===== config.mk =====
export PLATFORM = sky130hd
export DESIGN_NAME = clock_gate_ctrl
export DESIGN_NICKNAME = d
export VERILOG_FILES = /design/src/rtl/clock_gate_ctrl.sv
export SDC_FILE = /design/constraint.sdc
export NUM_CORES = 1
export LEC_CHECK = 0
export ABC_AREA = 1
export BUFFER_PORTS_ARGS = -buffer_cell sky130_fd_sc_hd__buf_2
export CORE_AREA = 2 2 39 41
export DETAILED_ROUTE_END_ITERATION = 8
export DIE_AREA = 0 0 41 43
export PLACE_DENSITY = 0.73
export SYNTH_ARGS = -nofsm -noshare
export SYNTH_HDL_FRONTEND = slang
export SYNTH_SLANG_ARGS = --single-unit
export TNS_END_PERCENT = 50

===== constraint.sdc =====
create_clock -name clk_i -period 4.2 [get_ports clk_i]
set_clock_uncertainty 0.15 [all_clocks]
set_input_delay 0.84 -clock clk_i [delete_from_list [all_inputs] [get_ports clk_i]]
set_output_delay 0.84 -clock clk_i [all_outputs]
set_load 0.02 [all_outputs]

===== src/rtl/clock_gate_ctrl.sv =====
// Idle-driven sequencer for a single ICG cell: counts idle cycles, drains the
// gated domain, drops the clock enable, and restores it on wake with a settle window.

module clock_gate_ctrl_chk (
   input  logic i_clk,
   input  logic i_rst_n,
   input  logic i_drain_ack,
   input  logic i_in_drain
);

   // Simulation-only flag for a drain acknowledge arriving outside DRAIN
   a_ack_only_in_drain : assert property (@(posedge i_clk) disable iff (!i_rst_n)
      i_drain_ack |-> i_in_drain)
      else $warning("drain_ack_i asserted outside DRAIN; ignored");

endmodule

module clock_gate_ctrl #(
   parameter int IDLE_CYCLES = 16,
   parameter int WAKE_CYCLES = 2
) (
   input  logic clk_i,
   input  logic rst_ni,
   input  logic enable_i,
   input  logic test_mode_i,
   input  logic busy_i,
   input  logic wake_req_i,
   output logic drain_req_o,
   input  logic drain_ack_i,
   output logic clk_en_o,
   output logic test_en_o,
   output logic gated_o,
   output logic ready_o
);

   localparam int MAX_CYC = (IDLE_CYCLES > WAKE_CYCLES) ? IDLE_CYCLES : WAKE_CYCLES;
   localparam int CNT_W   = $clog2(MAX_CYC + 1);
   localparam logic [CNT_W-1:0] IDLE_LAST = CNT_W'(IDLE_CYCLES - 1);
   // WAKE_CYCLES=0 and 1 both leave WAKE after one clocked cycle
   localparam logic [CNT_W-1:0] WAKE_LAST = CNT_W'((WAKE_CYCLES == 0) ? 0 : WAKE_CYCLES - 1);

   typedef enum logic [1:0] {
      ST_RUN   = 2'd0,
      ST_DRAIN = 2'd1,
      ST_GATED = 2'd2,
      ST_WAKE  = 2'd3
   } state_t;

   state_t           r_state;
   state_t           w_state_nxt;
   logic [CNT_W-1:0] r_cnt;
   logic [CNT_W-1:0] w_cnt_nxt;
   logic             r_clk_en;
   logic             r_gated;
   logic             r_ready;
   logic             r_drain_req;
   logic             w_stay;
   logic             w_wake_cond;
   logic             w_in_drain;

   assign w_stay      = enable_i & ~test_mode_i & ~busy_i & ~wake_req_i;
   assign w_wake_cond = wake_req_i | ~enable_i | test_mode_i;
   assign w_in_drain  = (r_state == ST_DRAIN);

   // Next-state and shared idle/wake counter
   always_comb begin
      w_state_nxt = r_state;
      w_cnt_nxt   = r_cnt;
      case (r_state)
         ST_RUN: begin
            if (!w_stay) begin
               w_cnt_nxt = {CNT_W{1'b0}};
            end else if (r_cnt == IDLE_LAST) begin
               w_state_nxt = ST_DRAIN;
               w_cnt_nxt   = {CNT_W{1'b0}};
            end else begin
               w_cnt_nxt = r_cnt + CNT_W'(1);
            end
         end
         ST_DRAIN: begin
            // Abort has priority over a simultaneous acknowledge
            if (!w_stay) begin
               w_state_nxt = ST_RUN;
               w_cnt_nxt   = {CNT_W{1'b0}};
            end else if (drain_ack_i) begin
               w_state_nxt = ST_GATED;
               w_cnt_nxt   = {CNT_W{1'b0}};
            end else begin
               w_state_nxt = ST_DRAIN;
            end
         end
         ST_GATED: begin
            if (w_wake_cond) begin
               w_state_nxt = ST_WAKE;
               w_cnt_nxt   = {CNT_W{1'b0}};
            end else begin
               w_state_nxt = ST_GATED;
            end
         end
         ST_WAKE: begin
            if (r_cnt >= WAKE_LAST) begin
               w_state_nxt = ST_RUN;
               w_cnt_nxt   = {CNT_W{1'b0}};
            end else begin
               w_cnt_nxt = r_cnt + CNT_W'(1);
            end
         end
         default: begin
            w_state_nxt = ST_RUN;
            w_cnt_nxt   = {CNT_W{1'b0}};
         end
      endcase
   end

   // State, counter and registered outputs decoded from the next state
   always_ff @(posedge clk_i) begin
      if (!rst_ni) begin
         r_state     <= ST_RUN;
         r_cnt       <= {CNT_W{1'b0}};
         r_clk_en    <= 1'b1;
         r_gated     <= 1'b0;
         r_ready     <= 1'b1;
         r_drain_req <= 1'b0;
      end else begin
         r_state     <= w_state_nxt;
         r_cnt       <= w_cnt_nxt;
         r_clk_en    <= (w_state_nxt != ST_GATED);
         r_gated     <= (w_state_nxt == ST_GATED);
         r_ready     <= (w_state_nxt == ST_RUN) || (w_state_nxt == ST_DRAIN);
         r_drain_req <= (w_state_nxt == ST_DRAIN);
      end
   end

   assign clk_en_o    = r_clk_en;
   assign gated_o     = r_gated;
   assign ready_o     = r_ready;
   assign drain_req_o = r_drain_req;
   assign test_en_o   = test_mode_i;

   clock_gate_ctrl_chk u_chk (
      .i_clk       (clk_i),
      .i_rst_n     (rst_ni),
      .i_drain_ack (drain_ack_i),
      .i_in_drain  (w_in_drain)
   );

endmodule

==> summary.md, run 1 <==
| Metric | Value |
|---|---|
| Crit end category | `primary output` |
| I/O pins | `12` |
| Overflow after GRT | `0` |
| Die height | `around 43 microns` |
| Synthesized area | `about 630 sq um` |
| Final hold slack | `0.349 ns` |
| HPWL Detailed | `between 800 and 900 microns` |
| Worst-path clk slew | `around 0.060 ns` |
| Final Hold Vio Count | `0` |
| Final Cycle Share | `between 40% and 50%` |
| Number of flops mapped to enable cells by yosys | `0` |
| Leakage Power | `between 0.3 and 0.4 nW` |
| Net count after synthesis | `a little over 100` |
| Unrepaired setup endpoints after global routing | `false` |
| CP Class | `in -> out` |
| Starting DRT DRC Count | `13` |
| DIE WIDTH | `between 40 and 50 microns` |
| Critical path launch point type | `primary input` |
| Yosys warnings | `0` |
| CTS tree | `done` |
| Clk buf depth | `2` |
| WP data arrival | `between 1 and 1.5 ns` |
| Post-route setup TNS | `0 ns` |
| Cell mode on critical path | `buf_2` |
| Antenna cell count | `0` |
| Largest net degree at the start of global routing | `8` |
| Overall Power | `183 uW` |
| Slowest-stage cell, CP | `buf_2` |
| Syn avg cell area | `between 6 and 7 sq um` |
| Peak VDD IR | `~180 uV` |
| Crit path cell chain | `buf_2, buf_2` |
| Routability cong. | `approximately 0.80` |
| Hold Buf Count CTS | `0` |
| Routed WL per cell | `approximately 9 microns` |
| Final net count | `117` |
| Reg-to-reg startpoint | `r_cnt[0]` |
| Slew margin rel. | `85.5%` |
| CP peak stage delay | `about 0.15 ns` |
| Ys flop type | `dfxtp_1` |
| Kind of cell adding the most delay to the critical path | `buffers and inverters` |
| # resized after CTS | `0` |
| Drt total wl | `~1100 microns` |
| Worst Tran Pin Value | `~0.22 ns` |
| Vias in the first global route | `roughly 500` |
| Area share of the largest cell type after synthesis | `between 30% and 40%` |
| Via count | `559` |
| Area contributors post-synth | `dfxtp_1, nand2_1, inv_1, ha_1, nor2_1` |
| Buf+Inv Stages, Crit Path | `2` |
| Min Tclk post-route | `just over 2 ns` |
| H-tree levels | `1` |
| # setup viols final | `0` |
| Critical path peak fanout | `2` |
| Outcome | `complete, no violations` |
| Worst Setup SP | `test_mode_i` |
| Synth area leader | `dfxtp_1` |
| Worst skew pair latency | `between 0.2 and 0.3 ns` |
| Hold path startpoint | `r_cnt[4]` |
| Post-Synthesis Cells | `91` |
| Share of layout cells above drive strength 1 | `24.8%` |
| Pre-antenna DRT Iters | `4` |
| Cell Pwr Density | `252 nW/um^2` |
| Clk root buf | `clkbuf_4` |
| Core Rows | `14` |
| Vias per cell | `4.62` |
| PortBufs | `11` |
| Top-count cell post-synth | `nand2_1` |
| FMAX | `approximately 480 MHz` |
| WP data required | `between 3 and 4 ns` |
| P&R area growth vs syn | `14.8%` |
| Post-synth ARST share | `0%` |
| Yosys cell types | `18` |
| Full die area | `around 1800 sq um` |
| Antenna-violating nets left | `0` |
| Post-synth top cells | `nand2_1, inv_1, nor2_1` |
| Initial cell density of the core | `between 40 and 50%` |
| Seq cells post-synth | `11` |
| Slew Viols, Final | `0` |
| Initial antenna violation count | `0` |
| Post-CTS Setup Inserts | `0` |
| First-pass GRT wire length | `around 1800 microns` |
| Core area | `between 1000 and 1500 sq um` |
| GRT Total Usage | `approximately 15%` |
| Worst hold path type | `reg -> reg` |
| Clk sinks | `11` |
| Max Cap Viol | `0` |
| DRC viols | `0` |
| Reg2Reg Setup Slack | `approximately 2.4 ns` |
| Seq/Total Area, Yosys | `about a third` |
| Cts bufs inserted | `3` |
-- cell families after synthesis --
| kind of cell | Yosys count | synth area share (%) |
|---|---|---|
| flip-flops | 11 | 34.8 |
| AND/OR/NAND/NOR | 51 | 40.9 |
| adder cells (fa/ha/maj) | 4 | 7.91 |
| buffers and inverters | 20 | 12.5 |
| AO/OA/AOI/OAI | 5 | 3.95 |
-- routing by layer --
metal | track usage (%) | vias up | routed length, microns | share of wire [%]
met3 | 3.14 | 6 | 47 | 4.3
met1 | 16.7 | 229 | 500 | 46
met4 | 8.67 | 0 | 31 | 2.9
met2 | 24.1 | 20 | 503 | 46
met5 | 0 | - | 0 | 0
li1 | - | 304 | - | -
-- worst reg2reg max path, cell delays in order (launching register included) --
cell	delay [ns]
dfxtp_1	0.43
ha_1	0.21
nand2_1	0.08
nor2_1	0.15
ha_1	0.22
nor3_1	0.07
nand2_1	0.06
nand2_1	0.08
a21oi_1	0.15
nor2_1	0.06
-- final cells by class --
class                           count  area [sq um]
Fill cell                         136           657
Timing Repair Buffer               11          55.1
Sequential cell                    11           220
Tap cell                           16          20.0
Clock buffer                        4          26.3
Inverter                           19          71.3
Multi-Input combinational cell     60           334
-- stage by stage --
| stage | setup WS [ns] | instance area (sq um) | cells | util (%) |
|---|---|---|---|---|
| 2_1_floorplan | 2.24 | 633 | 91 | - |
| 3_3_place_gp | 2.12 | 701 | 117 | 50.6 |
| 3_5_place_dp | 2.12 | 701 | 117 | 50.6 |
| 4_1_cts | 2.12 | 727 | 121 | 52.5 |
| 5_1_grt | 2.11 | 727 | 121 | 52.5 |
| 6_report | 2.12 | 727 | 121 | 52.5 |
-- placed cells by master, fill, tap and decap left out, types with 3 or more instances in the layout --
master and n:
nor2_1 12, nand3_1 7, dfxtp_1 11, buf_2 11
inv_1 17, nand2_1 19, a21oi_1 4, ha_1 4
clkbuf_4 3
-- path summary, 6_finish.rpt --
path	to	depth (start not counted)
min	r_cnt[4]	2
max	test_en_o	2
min reg2reg	r_cnt[4]	2
max reg2reg	r_cnt[2]	9
-- state kept, by name, indices dropped and copies added, names as in the netlist --
name and cells:
gated_o 1, clk_en_o 1, r_state 2, ready_o 1
drain_req_o 1, r_cnt 5
-- power by group --
group	internal [mW]	switching, mW
clock	0.0367	0.0310
combinational	0.00386	0.00635
sequential	0.105	0.000620
total	0.145	0.0380
Power figures use the tool's default switching activity.
==> inputs of run 2 (changes only) <==
--- a/config.mk
+++ b/config.mk
@@ -5,12 +5,12 @@
 export SDC_FILE = /design/constraint.sdc
 export NUM_CORES = 1
 export LEC_CHECK = 0
-export ABC_AREA = 1
+export ABC_AREA = 0
 export BUFFER_PORTS_ARGS = -buffer_cell sky130_fd_sc_hd__buf_2
 export CORE_AREA = 2 2 39 41
 export DETAILED_ROUTE_END_ITERATION = 8
 export DIE_AREA = 0 0 41 43
-export PLACE_DENSITY = 0.73
+export PLACE_DENSITY = 0.71
 export SYNTH_ARGS = -nofsm -noshare
 export SYNTH_HDL_FRONTEND = slang
 export SYNTH_SLANG_ARGS = --single-unit
==> constraint.sdc (replaced) <==
create_clock -name clk_i -period 1.8 [get_ports clk_i]
set_clock_uncertainty 0.15 [all_clocks]
set_input_delay 0.36 -clock clk_i [delete_from_list [all_inputs] [get_ports clk_i]]
set_output_delay 0.36 -clock clk_i [all_outputs]
set_load 0.02 [all_outputs]
==> run 2 against run 1 <==
Critical path depth is 6 higher. Critical endpoint is now r_cnt[1]. Core utilization is 7.7 points higher. Via count is 3.0% lower. Non-clock buffer count is 11 higher. Final area is 15% higher. Routed wire length is 24% higher. Final cell count is 16% lower. Largest power group unchanged. Global-route usage is 4.6 points higher. Register-to-register slack worse by 2.4 ns. Count of clock-buffer cells in the layout stayed put.
==> summary.md, run 2 <==
| Metric | Value |
|---|---|
| Post-layout util | `60.2% (was 52.5%)` |
| Share of layout cells above drive strength 1 | `48.8% (was 24.8%)` |
| Synthesized area | `578 sq um (was 633 sq um)` |
| First-pass GRT wire length | `2330 microns (was 1810 microns)` |
| Int Pwr | `345 uW (was 145 uW)` |
| Cell Pwr Density | `533 nW/um^2 (was 252 nW/um^2)` |
| Post-Synthesis Cells | `63 (was 91)` |
| Most frequent cells in the layout | `buf_2, buf_4, dfxtp_1, nand2_1 (was nand2_1, inv_1, nor2_1, dfxtp_1, buf_2)` |
| Worst skew pair latency | `0.27 ns (was 0.26 ns)` |
| Area contributors post-synth | `dfxtp_1, ha_1, nand2_1, nor2b_1, o21ai_0 (was dfxtp_1, nand2_1, inv_1, ha_1, nor2_1)` |
| DRC viols | `0 (unchanged)` |
| Worst hold path type | `in -> reg (was reg -> reg)` |
| Full die area | `1760 sq um (unchanged)` |
| Via count | `542 (was 559)` |
| Leakage Power | `0.346 nW (was 0.385 nW)` |
| Yosys cell types | `35 (was 18)` |
| I/O pins | `12 (unchanged)` |
| Regs by FF count | `r_cnt (5), r_state (2) (unchanged)` |
| WP data required | `1.85 ns (was 3.21 ns)` |
| Slew Viols, Final | `0 (unchanged)` |
| Seq cells post-synth | `11 (unchanged)` |
| Clk root buf | `clkbuf_4 (unchanged)` |
| Core area | `1380 sq um (unchanged)` |
| Pre-antenna DRT Iters | `4 (unchanged)` |
| P&R area growth vs syn | `44.2% (was 14.8%)` |
| Initial antenna violation count | `0 (unchanged)` |
| Cts bufs inserted | `3 (unchanged)` |
| Ys flop type | `dfxtp_1 (unchanged)` |
| Final cell count without fillers | `102 (was 121)` |
| Starting DRT DRC Count | `7 (was 13)` |
| Clk buf depth | `2 (unchanged)` |
| Synth area leader | `dfxtp_1 (unchanged)` |
| Vias in the first global route | `591 (was 510)` |
| Final Hold Vio Count | `0 (unchanged)` |
| Unrepaired setup endpoints after global routing | `true (was false)` |
| Area share of the largest cell type after synthesis | `38.1% (was 34.8%)` |
| Final net count | `98 (was 117)` |
| Global route hottest layer | `met2 (unchanged)` |
| DIE WIDTH | `41 microns (unchanged)` |
| Crit end category | `register (was primary output)` |
| # setup viols final | `0 (unchanged)` |
| Routability cong. | `0.735 (was 0.803)` |
| Yosys warnings | `0 (unchanged)` |
| Die height | `43 microns (unchanged)` |
| Seq/Total Area, Yosys | `38.1% (was 34.8%)` |
| Clk sinks | `11 (unchanged)` |
| Switching power | `99.1 uW (was 38.0 uW)` |
| Antenna-violating nets left | `0 (unchanged)` |
| Worst Tran Pin Value | `0.360 ns (was 0.216 ns)` |
| Vias per cell | `5.31 (was 4.62)` |
| Largest register FFs | `5 (unchanged)` |
| Core Rows | `14 (unchanged)` |
| Logic pwr share | `6.8% (was 5.6%)` |
| Routed WL per cell | `13.1 microns (was 8.95 microns)` |
| Outcome | `complete, no violations (unchanged)` |
| Critical path peak fanout | `4 (was 2)` |
| Worst-path clk slew | `0.07 ns (was 0.06 ns)` |
| Hold Buf Count CTS | `0 (unchanged)` |
| Initial cell density of the core | `41.8% (was 45.8%)` |
| Drt total wl | `1340 microns (was 1080 microns)` |
| Min Tclk post-route | `between 1.5 and 2 ns` |
| Peak VDD IR | `456 uV (was 180 uV)` |
| Reg power frac | `55.1% (was 57.5%)` |
| Post-synth top cells | `dfxtp_1, nand2_1, ha_1 (was nand2_1, inv_1, nor2_1)` |
| Overflow after GRT | `0 (unchanged)` |
| Critical path launch point type | `register (was primary input)` |
| Syn avg cell area | `9.18 sq um (was 6.96 sq um)` |
| Met1 Use GR | `23.6% (was 16.7%)` |
| CP Class | `reg -> reg (was in -> out)` |
| Grt met2 use | `31.3% (was 24.1%)` |
| Net count after synthesis | `74 (was 102)` |
| Slew margin rel. | `75.8% (was 85.5%)` |
| H-tree levels | `1 (unchanged)` |
| Antenna cell count | `0 (unchanged)` |
| PortBufs | `11 (unchanged)` |
| Number of flops mapped to enable cells by yosys | `0 (unchanged)` |
| Top-count cell post-synth | `dfxtp_1 (was nand2_1)` |
| Fin worst setup slack | `0.0145 ns (was 2.12 ns)` |
| Largest register by flop count | `r_cnt (unchanged)` |
| Sw Share | `22.3% (was 20.7%)` |
| Post-synth ARST share | `0% (unchanged)` |
| CTS tree | `done (unchanged)` |
| Max Cap Viol | `0 (unchanged)` |
| HPWL Detailed | `1000 microns (was 893 microns)` |
| Cell count after placement | `97 (was 117)` |
| GRT Total Usage | `19.5% (was 14.8%)` |
| GRT met3 Usage | `4.71% (was 3.14%)` |
| WP data arrival | `1.84 ns (was 1.09 ns)` |
| FMAX | `560 MHz` |
| Largest net degree at the start of global routing | `11 (was 8)` |
| Setup WS pre-CTS | `-0.171 ns (was 2.12 ns)` |
| Clock power frac | `38.1% (was 37.0%)` |
| Final Cycle Share | `between 90 and 100%` |
==> run 2: cells by family (layout without fill, tap and decap cells) <==
family                     count (synthesis)  after routing  share of synthesized area, %
and+or+nand+nor                           26             26                          27.5
buffers and inverters                      7             30                          5.63
muxes                                      1              1                          1.73
DFF                                       11             11                          38.1
AOI/OAI and AO/OA                         14             14                          18.4
adders and majority gates                  4              4                          8.66
==> run 2: final cells by class <==
type                    instances  area [sq um]
clock buffers                   4          26.3
fillers                       118           551
inverters                       4          16.3
multi-input cells              45           410
flip-flops and latches         11           223
well taps                      16          20.0
repair buffers                 22           138
==> run 2: critical path, cell delays in order (launching register included) <==
cell and delay, ns:
dfxtp_2 0.34, ha_4 0.17, nand3_4 0.08, inv_2 0.05, ha_4 0.15, or4_4 0.42
nor2_4 0.15, o21bai_1 0.08, a21boi_1 0.12
==> run 2: path summary, 6_finish.rpt <==
check | startpoint | end | slack [ns] | cells past startpoint
hold reg to reg | r_cnt[3] | r_cnt[3] | 0.42 | 2
setup reg to reg | r_cnt[0] | r_cnt[1] | 0.01 | 8
hold / removal | rst_ni | r_cnt[0] | 0.24 | 2
setup / recovery | r_cnt[0] | r_cnt[1] | 0.01 | 8
==> run 2: repair_timing <==
item / in CTS / in global routing
buffers inserted: 0 / 1
pin swaps: 2 / 4
setup endpoints to repair: 4 / 11
endpoints found under the hold margin: 0 / 0
resized for setup: 8 / 10
==> run 2: power by group through the flow <==
stage	logic, mW	registers, mW	clock network (mW)
6_report	0.0302	0.245	0.169
5_1_grt	0.0338	0.245	0.183
4_1_cts	0.0279	0.245	0.169
3_5_place_dp	0.0251	0.250	0
3_3_place_gp	0.0247	0.250	0
2_1_floorplan	0.0137	0.251	0
==> run 2: through the flow <==
stage	hold slack, ns	TNS, ns	cell area (sq um)	power, mW
2_1_floorplan	0.333	-0.00763	584	0.265
3_3_place_gp	0.362	-0.464	718	0.275
3_5_place_dp	0.383	-0.763	718	0.275
4_1_cts	0.237	-0.00878	777	0.442
5_1_grt	0.249	-0.0977	833	0.462
6_report	0.238	0	833	0.445
==> run 2: per-layer routing <==
layer	part of all wire [%]	up-vias	wire length, microns
met4	1.2	0	16
met5	0	-	0
met3	3.7	2	49
met2	52	13	698
met1	43	252	573
li1	-	275	-
==> inputs of run 3 (changes only) <==
==> config.mk (replaced) <==
export PLATFORM = sky130hd
export DESIGN_NAME = clock_gate_ctrl
export DESIGN_NICKNAME = d
export VERILOG_FILES = /design/src/rtl/clock_gate_ctrl.sv
export SDC_FILE = /design/constraint.sdc
export NUM_CORES = 1
export LEC_CHECK = 0
export ABC_AREA = 1
export BUFFER_PORTS_ARGS = -buffer_cell sky130_fd_sc_hd__buf_2
export CORE_MARGIN = 1.5
export CORE_UTILIZATION = 46
export DETAILED_ROUTE_END_ITERATION = 8
export PLACE_DENSITY = 0.74
export RECOVER_POWER = 25
export SYNTH_ARGS = -nofsm -noshare
export SYNTH_HDL_FRONTEND = slang
export SYNTH_HIERARCHICAL = 1
export SYNTH_SLANG_ARGS = --single-unit
export TNS_END_PERCENT = 50
==> run 3 against run 2 <==
First-iteration DRC count up 43%. Worst hold slack lost 0.052 ns. Count of clock-buffer cells in the layout decreased by 1. Critical endpoint unchanged. Final area decreased by 11%. Sequential power about the same. Clock power grew 3%. Fmax up 7.9%. Area after synthesis rose by 9.5%. Sequential share of layout area up 3.1 points. Highest routed layer is now met3.
==> summary.md, run 3 <==
| Metric | Value |
|---|---|
| Vias in the first global route | `507 (was 591)` |
| PortBufs | `11 (unchanged)` |
| Clk buf depth | `2 (unchanged)` |
| Post-synth top cells | `nand2_1, inv_1, nor2_1 (was dfxtp_1, nand2_1, ha_1)` |
| Initial antenna violation count | `0 (unchanged)` |
| I/O pins | `12 (unchanged)` |
| DRC viols | `0 (unchanged)` |
| Net count after synthesis | `102 (was 74)` |
| Worst hold path type | `in -> reg (unchanged)` |
| R2R Path End | `r_cnt[1] (unchanged)` |
| Cell mode on critical path | `nand2_1 (was ha_4)` |
| Final hold slack | `0.186 ns (was 0.238 ns)` |
| Area share of the largest cell type after synthesis | `34.8% (was 38.1%)` |
| DIE WIDTH | `40.1 microns (was 41 microns)` |
| Synthesized area | `633 sq um (was 578 sq um)` |
| Min Tclk post-route | `1.66 ns (was 1.79 ns)` |
| P&R area growth vs syn | `16.6% (was 44.2%)` |
| Crit path cell chain | `ha_1, nand2_1, nor2_1, ha_1, nor3_1, nand2_1, nand2_1, nand2_1, a21oi_1 (was ha_4, nand3_4, inv_2, ha_4, or4_4, nor2_4, o21bai_1, a21boi_1)` |
| Final Hold Vio Count | `0 (unchanged)` |
| Die height | `40.1 microns (was 43 microns)` |
| Starting DRT DRC Count | `10 (was 7)` |
| Most common cell after layout, fill and taps aside | `nand2_1` |
| H-tree levels | `1 (unchanged)` |
| Synth area leader | `dfxtp_1 (unchanged)` |
| Ys flop type | `dfxtp_1 (unchanged)` |
| Regs by FF count | `r_cnt (5), r_state (2) (unchanged)` |
| CTS tree | `done (unchanged)` |
| Leakage Power | `0.394 nW (was 0.346 nW)` |
| GRT Total Usage | `19.4% (was 19.5%)` |
| First-pass GRT wire length | `1950 microns (was 2330 microns)` |
| Initial cell density of the core | `49.3% (was 41.8%)` |
| Antenna-violating nets left | `0 (unchanged)` |
| Worst Tran Pin Value | `0.246 ns (was 0.360 ns)` |
| Top-count cell post-synth | `nand2_1 (was dfxtp_1)` |
| Area contributors post-synth | `dfxtp_1, nand2_1, inv_1, ha_1, nor2_1 (was dfxtp_1, ha_1, nand2_1, nor2b_1, o21ai_0)` |
| Core Rows | `13 (was 14)` |
| Fin worst setup slack | `0.145 ns (was 0.0145 ns)` |
| # setup viols final | `0 (unchanged)` |
| Hold path startpoint | `rst_ni (unchanged)` |
| Critical path peak fanout | `3 (was 4)` |
| # resized after CTS | `0 (was 8)` |
| Hold Buf Count CTS | `0 (unchanged)` |
| HPWL Detailed | `1000 microns (about the same)` |
| Reg-to-reg startpoint | `r_cnt[0] (unchanged)` |
| Post-route setup TNS | `0 ns (unchanged)` |
| Number of flops mapped to enable cells by yosys | `0 (unchanged)` |
| WP data required | `1.86 ns (was 1.85 ns)` |
| Worst-path clk slew | `0.07 ns (about the same)` |
| Hold depth | `2 (unchanged)` |
| Via count | `585 (was 542)` |
| CP peak stage delay | `0.32 ns (was 0.42 ns)` |
| Share of layout cells above drive strength 1 | `24.3% (was 48.8%)` |
| Syn avg cell area | `6.96 sq um (was 9.18 sq um)` |
| Post-Synthesis Cells | `91 (was 63)` |
| Overflow after GRT | `0 (unchanged)` |
| Final net count | `119 (was 98)` |
| Routed WL per cell | `10.5 microns (was 13.1 microns)` |
| Pre-antenna DRT Iters | `4 (unchanged)` |
| Kind of cell adding the most delay to the critical path | `simple AND/OR/NAND/NOR gates (unchanged)` |
| Vias per cell | `4.80 (was 5.31)` |
| Clk sinks | `11 (unchanged)` |
| Slew Viols, Final | `0 (unchanged)` |
| Multi-input gate area | `334 sq um (was 410 sq um)` |
| WP data arrival | `1.72 ns (was 1.84 ns)` |
| FF+latch area | `220 sq um (was 223 sq um)` |
| Worst skew pair latency | `0.28 ns (was 0.27 ns)` |
| Largest register by flop count | `r_cnt (unchanged)` |
| CP Class | `reg -> reg (unchanged)` |
| Seq cells post-synth | `11 (unchanged)` |
| Slew margin rel. | `83.7% (was 75.8%)` |
| Clk root buf | `clkbuf_4 (unchanged)` |
| Antenna cell count | `0 (unchanged)` |
| Most frequent cells in the layout | `nand2_1, inv_1, nor2_1, dfxtp_1, buf_2 (was buf_2, buf_4, dfxtp_1, nand2_1)` |
| Critical path launch point type | `register (unchanged)` |
| Slowest-stage cell, CP | `dfxtp_1 (was or4_4)` |
| Yosys cell types | `18 (was 35)` |
| Peak VDD IR | `406 uV (was 456 uV)` |
| Full die area | `1610 sq um (was 1760 sq um)` |
| Yosys warnings | `6 (was 0)` |
| Buf+Inv Stages, Crit Path | `0 (was 1)` |
| Filler cell count | `145 (was 118)` |
| Largest register FFs | `5 (unchanged)` |
| Largest net degree at the start of global routing | `8 (was 11)` |
| Reg2Reg Depth | `9 (was 8)` |
| Outcome | `complete, no violations (unchanged)` |
| Unrepaired setup endpoints after global routing | `false (was true)` |
| Max Cap Viol | `0 (unchanged)` |
| Setup WS pre-CTS | `0.166 ns (was -0.171 ns)` |
| Post-synth ARST share | `0% (unchanged)` |
| Final Cycle Share | `91.9% (was 99.2%)` |
| Core area | `1280 sq um (was 1380 sq um)` |
| Hold Path End | `ready_o (was r_cnt[0])` |
| Routability cong. | `0.840 (was 0.735)` |
| Cts bufs inserted | `3 (unchanged)` |
| Reg2Reg Setup Slack | `0.14 ns (was 0.01 ns)` |
| Post-CTS Setup Inserts | `0 (unchanged)` |
| Crit end category | `register (unchanged)` |
| Seq/Total Area, Yosys | `34.8% (was 38.1%)` |
| Cell Pwr Density | `603 nW/um^2 (was 533 nW/um^2)` |
| FMAX | `604 MHz (was 560 MHz)` |
| Drt total wl | `1280 microns (was 1340 microns)` |
## run 3: logic make-up after synthesis
family / count (synthesis) / share of synthesized area [%]
AND/OR/NAND/NOR: 51 / 40.9
adder cells (fa/ha/maj): 4 / 7.91
AO/OA/AOI/OAI: 5 / 3.95
flip-flops: 11 / 34.8
buffers and inverters: 20 / 12.5
## run 3: worst reg2reg max path, delay by kind of cell, from the launching register on
kind | cells | cell delay, ns
AOI/OAI and AO/OA | 1 | 0.13
adders and majority gates | 2 | 0.43
DFF | 1 | 0.32
and+or+nand+nor | 6 | 0.57
## run 3: layer usage
| layer | wire [microns] | vias up | part of all wire (%) | GRT usage (%) |
|---|---|---|---|---|
| met5 | 0 | - | 0 | 0 |
| met4 | 0 | 0 | 0 | 9.48 |
| met2 | 623 | 18 | 49 | 31.0 |
| met3 | 87 | 0 | 6.8 | 10.0 |
| met1 | 566 | 258 | 44 | 20.8 |
| li1 | - | 309 | - | - |
## run 3: worst max path at each step
stage / slack [ns] / depth (start not counted) / to / startpoint
3_3_place_gp: 0.22 / 9 / r_cnt[0] / r_cnt[1]
4_1_cts: 0.15 / 9 / r_cnt[0] / r_cnt[1]
5_1_grt: 0.006 / 9 / r_cnt[2] / r_cnt[1]
2_1_floorplan: 0.24 / 9 / r_cnt[1] / r_cnt[0]
6_report: 0.14 / 9 / r_cnt[1] / r_cnt[0]
3_5_place_dp: 0.17 / 9 / r_cnt[0] / r_cnt[1]
## run 3: per-stage QoR
step                instance area, sq um  total power, mW  cells  util, %
global route                         738            0.463    122     57.4
CTS                                  742            0.449    122     57.7
finish                               738            0.445    122     57.4
global placement                     714            0.276    118     55.6
detailed placement                   714            0.276    118     55.6
floorplan                            633            0.264     91        -
## run 3: final cells by class
class                   count  area share [%]
multi-input cells          60            45.3
inverters                  19            9.66
repair buffers             13            8.98
well taps                  15            2.54
clock inverters             1           0.678
clock buffers               3            3.05
flip-flops and latches     11            29.8
## run 3: power breakdown
part / switching [mW] / internal, mW
clock: 0.0913 / 0.0825
combinational: 0.0166 / 0.00988
sequential: 0.000496 / 0.244
total: 0.108 / 0.336
